===== src/rtl/noc_packet_injector.sv =====
// ----------------------------------------------------------------------------
// noc_packet_injector
//
// Host-side transmitter for the mesh Packet_in channel. It gathers payload
// bytes from a valid/ready source, together with a 13-bit routing header,
// into one packet of 13 + SLOTS*FILTER_WIDTH bits. Each packet is then
// launched with a 4-phase bundled-data req/ack handshake.
//
// Optional feature macro: INJECTOR_ACK_SYNC_EN
//   defined   : i_pkt_ack passes through a 2-flop synchronizer (mesh may be
//               clocked asynchronously to i_clk)
//   undefined : i_pkt_ack is used directly (mesh must share i_clk)
//
// Ports:
//   i_clk        clock
//   i_rst        synchronous active-high reset
//   i_s_valid    source byte valid
//   o_s_ready    block accepts a byte this cycle (high only in FILL)
//   i_s_data     payload byte
//   i_s_last     byte is the last of the current packet (partial send)
//   i_s_hdr      routing header, sampled with the slot-0 byte
//   o_pkt_req    4-phase request toward the mesh
//   o_pkt_data   packet: [12:0] header, slot k at [13+k*FILTER_WIDTH +: FILTER_WIDTH]
//   i_pkt_ack    4-phase acknowledge from the mesh
//   o_busy       high in every state except FILL with no bytes collected
//   o_pkt_count  number of completed packets (wraps)
// ----------------------------------------------------------------------------
module noc_packet_injector #(
    parameter int unsigned FILTER_WIDTH = 8,
    parameter int unsigned SLOTS        = 5,
    parameter int unsigned WIDTH        = 13 + SLOTS * FILTER_WIDTH,
    parameter int unsigned CNT_WIDTH    = 16
) (
    input  logic                    i_clk,
    input  logic                    i_rst,
    input  logic                    i_s_valid,
    output logic                    o_s_ready,
    input  logic [FILTER_WIDTH-1:0] i_s_data,
    input  logic                    i_s_last,
    input  logic [12:0]             i_s_hdr,
    output logic                    o_pkt_req,
    output logic [WIDTH-1:0]        o_pkt_data,
    input  logic                    i_pkt_ack,
    output logic                    o_busy,
    output logic [CNT_WIDTH-1:0]    o_pkt_count
);

    localparam int unsigned CW = (SLOTS > 1) ? $clog2(SLOTS) : 1;
    localparam logic [CW-1:0] LAST_SLOT = CW'(SLOTS - 1);

    typedef enum logic [1:0] {
        StFill,
        StReq,
        StRel
    } state_e;

    state_e                 r_state;
    logic [CW-1:0]          r_cnt;
    logic [WIDTH-1:0]       r_pkt_data;
    logic                   r_pkt_req;
    logic [CNT_WIDTH-1:0]   r_pkt_count;
    // Set by reset so the drain pass through REL does not count as a packet.
    logic                   r_first;
    logic                   w_ack_s;
    logic [WIDTH-1:0]       w_fresh;

`ifdef INJECTOR_ACK_SYNC_EN
    logic r_ack_meta;
    logic r_ack_sync;

    always_ff @(posedge i_clk) begin
        if (i_rst) begin
            r_ack_meta <= 1'b0;
            r_ack_sync <= 1'b0;
        end else begin
            r_ack_meta <= i_pkt_ack;
            r_ack_sync <= r_ack_meta;
        end
    end

    assign w_ack_s = r_ack_sync;
`else
    assign w_ack_s = i_pkt_ack;
`endif

    // Slot-0 write: new header, first byte, and all later slots cleared so a
    // partial packet carries zeros beyond its last byte.
    always_comb begin
        w_fresh                   = '0;
        w_fresh[12:0]             = i_s_hdr;
        w_fresh[13+:FILTER_WIDTH] = i_s_data;
    end

    always_ff @(posedge i_clk) begin
        if (i_rst) begin
            r_state     <= StRel;
            r_cnt       <= '0;
            r_pkt_data  <= '0;
            r_pkt_req   <= 1'b0;
            r_pkt_count <= '0;
            r_first     <= 1'b1;
        end else begin
            unique case (r_state)
                StFill: begin
                    if (i_s_valid) begin
                        if (r_cnt == '0) begin
                            r_pkt_data <= w_fresh;
                        end else begin
                            r_pkt_data[13 + int'(r_cnt) * FILTER_WIDTH +: FILTER_WIDTH] <= i_s_data;
                        end
                        if (r_cnt == LAST_SLOT || i_s_last) begin
                            r_state   <= StReq;
                            r_pkt_req <= 1'b1;
                        end else begin
                            r_cnt <= r_cnt + CW'(1);
                        end
                    end
                end
                StReq: begin
                    if (w_ack_s) begin
                        r_state   <= StRel;
                        r_pkt_req <= 1'b0;
                    end
                end
                StRel: begin
                    if (!w_ack_s) begin
                        r_state <= StFill;
                        r_cnt   <= '0;
                        r_first <= 1'b0;
                        if (!r_first) begin
                            r_pkt_count <= r_pkt_count + CNT_WIDTH'(1);
                        end
                    end
                end
                default: begin
                    r_state   <= StRel;
                    r_pkt_req <= 1'b0;
                end
            endcase
        end
    end

    assign o_s_ready   = (r_state == StFill);
    assign o_busy      = !((r_state == StFill) && (r_cnt == '0));
    assign o_pkt_req   = r_pkt_req;
    assign o_pkt_data  = r_pkt_data;
    assign o_pkt_count = r_pkt_count;

endmodule


===== config.mk =====
export PLATFORM = sky130hd
export DESIGN_NAME = noc_packet_injector
export DESIGN_NICKNAME = d
export VERILOG_FILES = /design/src/rtl/noc_packet_injector.sv
export SDC_FILE = /design/constraint.sdc
export NUM_CORES = 1
export LEC_CHECK = 0
export CORE_MARGIN = 4
export CORE_UTILIZATION = 62
export CTS_CLUSTER_SIZE = 30
export DETAILED_ROUTE_END_ITERATION = 10
export DONT_BUFFER_PORTS = 1
export PLACE_DENSITY = 0.9
export REMOVE_ABC_BUFFERS = 1
export SYNTH_ARGS = -nofsm -noshare
export SYNTH_HDL_FRONTEND = slang
export SYNTH_SLANG_ARGS = --single-unit

===== constraint.sdc =====
create_clock -name i_clk -period 2.65 [get_ports i_clk]
set_input_delay 0.265 -clock i_clk [delete_from_list [all_inputs] [get_ports i_clk]]
set_output_delay 0.265 -clock i_clk [all_outputs]
set_load 0.05 [all_outputs]

# After elaboration in Yosys (flattened, before gate mapping)
# Cells that the tools add are included.
[op_classes] n_shift=2 n_addsub=4 eq_ne=8 reduce_logical=12 mux=15 bitwise_logic=3
[op_table] operator="53-bit bitwise mux" count=1
[op_table] operator="53-bit 2-to-1 mux" count=1
[op_table] operator="8-bit by 34-bit variable shift with 53-bit output (first input constant)" count=1
[op_table] operator="8-bit by 34-bit variable part select with 53-bit output" count=1
[op_table] operator="7-bit negation with 34-bit output" count=1
[op_table] operator="16-bit by 1-bit adder with 16-bit output (second input constant)" count=1
[op_table] operator="4-bit AND reduction" count=3
[op_table] operator="3-bit 2-to-1 mux" count=3
[op_table] operator="2-bit 2-to-1 mux" count=4
[op_table] operator="2-bit != test (second input constant)" count=4
[op_table] operator="4-bit by 6-bit adder with 7-bit output (first input constant)" count=1
[op_table] operator="2-bit one-hot mux with 3 select lines" count=1
[op_table] operator="3-bit one-hot mux with 2 select lines" count=1
[op_table] operator="2-bit AND reduction" count=2
[op_table] operator="3-bit by 1-bit adder with 3-bit output (second input constant)" count=1
[op_table] operator="3-bit == test (second input constant)" count=1
[op_table] operator="3-bit zero test" count=1
[op_table] operator="1-bit 2-to-1 mux" count=3
[op_table] operator="1-bit inverter" count=3
[op_table] operator="1-bit one-hot mux with 3 select lines" count=1
[op_table] operator="3-bit AND reduction" count=1
[op_table] operator="2-bit by 1-bit == test with 1-bit output (second input constant)" count=1
[op_table] operator="2-bit == test (second input constant)" count=1
[op_table] operator="2-bit zero test" count=1
[op_table] operator="5 further kinds" count=5
[totals] out_inout_bits=72 input_bits=26 wordCells=50 regBits=76

# Logic depth before layout (Yosys ltp)
[logic_depth] word_depth=5 mapped_depth=7 ltp_nobuf=6

# Worst setup path after synthesis
# No wires, ideal clock.
[synth_timing] path_kind="register to register" startpoint="register r_cnt[0]" endpoint="register r_pkt_data[21] (netlist: o_pkt_data[21])" arrival_ps=2167 period_less_slack_ps=2229 n_path_buf=1 setup_time_ps=62 path_slack_ps=421 required_time_ps=2588 stages_incl_launch_ff=8 cell_sequence="dfxtp_1 inv_1 ha_1 nor2b_1 and2_1 clkbuf_1 a311oi_1 a22o_1"
[synth_between] elab_chain_len=5 elab_cells_between_ends=7 cone_classes="add/sub (2); shift (2); mux (2); reduce/logical (1)"
[synth_lines] item="start, declared" line_no="58" text="logic [CW-1:0] r_cnt;"
[synth_lines] item="start signal, assigned" line_no="115" text="r_cnt <= r_cnt + CW'(1);"
[synth_lines] item="4-bit by 6-bit adder with 7-bit output" line_no="109" text="r_pkt_data[13 + int'(r_cnt) * FILTER_WIDTH +: FILTER_WIDTH] <= i_s_data;"
[synth_lines] item="7-bit negation with 34-bit output" line_no="109"
[synth_lines] item="8-bit by 34-bit variable part select with 53-bit output or 8-bit by 34-bit variable shift with 53-bit output (tied branches)" line_no="109"
[synth_lines] item="53-bit bitwise mux" line_no="109"
[synth_lines] item="53-bit 2-to-1 mux *" line_no="106" text="if (r_cnt == '0) begin"
[synth_lines] item="end signal, assigned" line_no="107" text="r_pkt_data <= w_fresh;"
[synth_lines] item="end signal, assigned by index" line_no="109"
[synth_lines] item="end, declared" line_no="59" text="logic [WIDTH-1:0] r_pkt_data;"
# Mark *: on every way between the ends. The rest lies on a longest branch, timed or not.
# A chain may end at the register's enable or synchronous reset.

# Worst setup path in the final report
[layout_timing] startpoint="register r_state[1]" endpoint="register r_pkt_count[15] (netlist: o_pkt_count[15])"
[layout_between] elab_chain_len=2
[layout_lines] item="start, declared" line_no="57" text="state_e r_state;"
[layout_lines] item="start signal, assigned" line_no="96" text="r_state <= StRel;"
[layout_lines] item="start signal, assigned" line_no="112" text="r_state <= StReq;"
[layout_lines] item="start signal, assigned" line_no="121" text="r_state <= StRel;"
[layout_lines] item="2-bit == test" line_no="103" text="unique case (r_state)"
[layout_lines] item="3-bit AND reduction (no source line)"
[layout_lines] item="end signal, assigned" line_no="131" text="r_pkt_count <= r_pkt_count + CNT_WIDTH'(1);"
[layout_lines] item="end, declared" line_no="61" text="logic [CNT_WIDTH-1:0] r_pkt_count;"
# No other way between the ends.

==> out/metrics.yaml <==
power_and_ir_drop:
  netSwitchingFraction: 0.2509
  powerDensity_nw_per_um2: 683.8
  ir_drop_mv: 0.5497
  seq_power_share: 0.507
  leakagePower_nw: 1.322
  pwr-share-comb: 0.066
  p_int_mw: 1.846
  power_frac_clock: 0.427
  switchingPower_mw: 0.6183
cells_and_area:
  regArea_um2: 1521
  diodes: 0
  drive_gt1_frac: 0.1141
  final_common_cell: "dfxtp_1"
  fin_area_um2: 3603
  fillers: 345
  multi_input_comb_area_um2: 1523
  post-route-util: 0.7432
  area_growth_pct: 12.72
  final_cell_mix: "dfxtp_1, nand2_1, a22o_1, a21oi_1, nor2_1"
  finalNonFillerCells: 435
  final_nets: 396
timing:
  finalSetupViolCount: 0
  slew_viol_final: 0
  max_slew.worst_pin.slew_ps: 884.4
  final.setup.tns_ps: 0
  period_needed_ps: 2328
  fmaxAchievable_mhz: 429.6
  hold_viol: 0
  timing.slew.headroom: 0.4085
  post-route-period-util: 0.8784
  fin_worst_skew_ps: 8.576
  rsz0062_at_grt: "no"
global_route:
  grt_max_degree: 29
  grt_pass1_vias: 2678
  grt_usage: 0.2621
  grt_pass1_wl_mm: 12.98
  grt_antenna_before_repair: 0
  grt.overflow.total: 0
setup_path:
  crit_buf_inv: 0
  slowest_stage: "or4b_1"
  critPathTopFamily: "simple AND/OR/NAND/NOR gates"
  r2r-start: "r_state[1]$_SDFFE_PP1P_"
  cpPeakStageDelay_ps: 640
  worst-path-stages: 4
  critPathLaunchType: "register"
  r2r_cells: 4
  cp.required_ps: 2910
  cp-startpoint: "r_state[1]$_SDFFE_PP1P_"
  cp_cell_sequence: "or4b_1 > or4_4 > or3_1 > a21oi_1"
  cp-end-kind: "register"
  arrival_ps: 2590
  crit_fanout: 9
  path_class: "reg -> reg"
logic_synthesis:
  async_flop_share: 0
  synth-edff-count: 0
  syn_area_um2: 3197
  synth_area_per_cell_um2: 9.108
  synthFlopType: "dfxtp_1"
  synth_cells: 351
  synth_cell_type_count: 43
  ys_ff_latch: 76
  yosysWarnings: 0
  ys_seq_area_frac: 0.4759
status:
  status: "finished, final reports clean"
floorplan:
  core_area_um2: 4848
  fp-row-count: 25
  die_area_um2: 6369
  die_y_um: 79.81
  ios: 98
  die_w_um: 79.81
  start_util: 0.6594
min_path:
  hold_path_class: "in -> reg"
  hold_start: "i_rst"
  hold_depth: 1
cts:
  clk_latency_ps: 340
  post_cts_buffers: 0
  clk_pin_slew_worst_paths_ps: 70
  cts_tree: "built"
  clock-root-buffer: "clkbuf_8"
  htree_levels: 3
  cts.sinks: 76
  cts_made_buffers: 9
  clock_path_buffers: 2
routing:
  vias_per_cell: 6.372
  drc: 0
  drt_iter0_drc: 220
  num_vias: 2772
  ant_nets: 0
  wl_mm: 8.129
  firstDrtPassIters: 4
  wire_per_inst_um: 18.69
placed_design:
  port_buffers: 0
  hpwl_mm: 5.527
  placed_area_um2: 3354
  dp_cells: 419
  place.gp.congestion: 0.9072
flow_run:
  cap_viol_max_count: 0
[power by group through the flow]
stage | logic, mW | registers [mW] | clock network (mW)
4_1_cts | 0.162 | 1.25 | 1.06
2_1_floorplan | 0.107 | 1.27 | 0
3_3_place_gp | 0.148 | 1.27 | 0
3_5_place_dp | 0.154 | 1.28 | 0
5_1_grt | 0.180 | 1.25 | 1.11
6_report | 0.163 | 1.25 | 1.05
[area by class of cell]
type,count,share of cell area
repair buffers,21,0.04444
multi-input cells,235,0.4226
clock inverters,6,0.03125
well taps,67,0.02326
clock buffers,9,0.03438
flip-flops and latches,76,0.4222
inverters,21,0.02187
[per-layer routing]
layer  vias to the layer above  track usage  share of wire
met5                         -            0              0
met4                         0       0.1132          0.026
met3                        21      0.08578           0.11
met2                       165       0.4282           0.48
met1                      1302       0.3147           0.38
li1                       1284            -              -
[per-stage QoR]
step	worst slack, ps	total power, mW	hold WS [ps]
floorplan	112.2	1.381	334.1
global placement	277.7	1.423	344.5
detailed placement	192.6	1.430	345.4
CTS	158.7	2.467	9.953
global route	208.3	2.542	13.95
finish	322.3	2.464	30.45
[synthesized netlist by cell type, types with 2 or more instances]
cell | count | area share
a21oi_1 | 26 | 0.041
a221oi_1 | 8 | 0.022
a22o_1 | 32 | 0.088
a311o_1 | 8 | 0.025
a311oi_1 | 3 | 0.0082
and4_1 | 3 | 0.0082
buf_1 | 3 | 0.0035
buf_2 | 2 | 0.0031
clkbuf_1 | 13 | 0.015
dfxtp_1 | 76 | 0.48
ha_1 | 6 | 0.023
inv_1 | 21 | 0.025
nand2_1 | 34 | 0.040
nand2b_1 | 2 | 0.0039
nand3_1 | 12 | 0.019
nand3b_1 | 2 | 0.0047
nand4_1 | 7 | 0.014
nor2_1 | 25 | 0.029
nor2b_1 | 12 | 0.023
nor3_1 | 3 | 0.0047
nor3b_1 | 4 | 0.0094
nor4_1 | 3 | 0.0059
o21ai_0 | 12 | 0.019
o21bai_1 | 3 | 0.0070
or3_1 | 4 | 0.0078
xnor2_1 | 7 | 0.019
xor2_1 | 4 | 0.011
[path summary, 6_finish.rpt]
| check | end | slack [ps] |
|---|---|---|
| hold / removal | r_cnt[2]$_SDFFE_PP0P_ | 30 |
| setup / recovery | o_pkt_count[15]$_SDFFE_PP0P_ | 320 |
| hold reg to reg | r_first$_SDFFE_PP1P_ | 480 |
| setup reg to reg | o_pkt_count[15]$_SDFFE_PP0P_ | 320 |
[worst reg2reg max path: stages (launching register included)]
cell,delay (ps)
dfxtp_1,490
or4b_1,640
or4_4,630
or3_1,360
a21oi_1,140
[sequential cells by signal, indices dropped and copies added (netlist names)]
signal	count
r_cnt	3
r_first	1
o_pkt_count	16
o_pkt_req	1
r_state	2
o_pkt_data	53
[cell families after synthesis]
logic type | Yosys count | synth area share
xor+xnor | 11 | 0.03014
flops | 76 | 0.4759
mux | 1 | 0.003131
fa+ha+maj | 6 | 0.02348
buf+inv | 40 | 0.05010
compound gates | 99 | 0.2274
simple gates | 118 | 0.1898
[what timing repair did]
item | 4_1_cts | 5_1_grt
endpoints found under the hold margin | 24 | 0
hold buffers | 1 | 0
gates resized for setup | 0 | 1
endpoints found under the setup margin | 0 | 25
No activity file was read; power rests on OpenSTA's default activity.
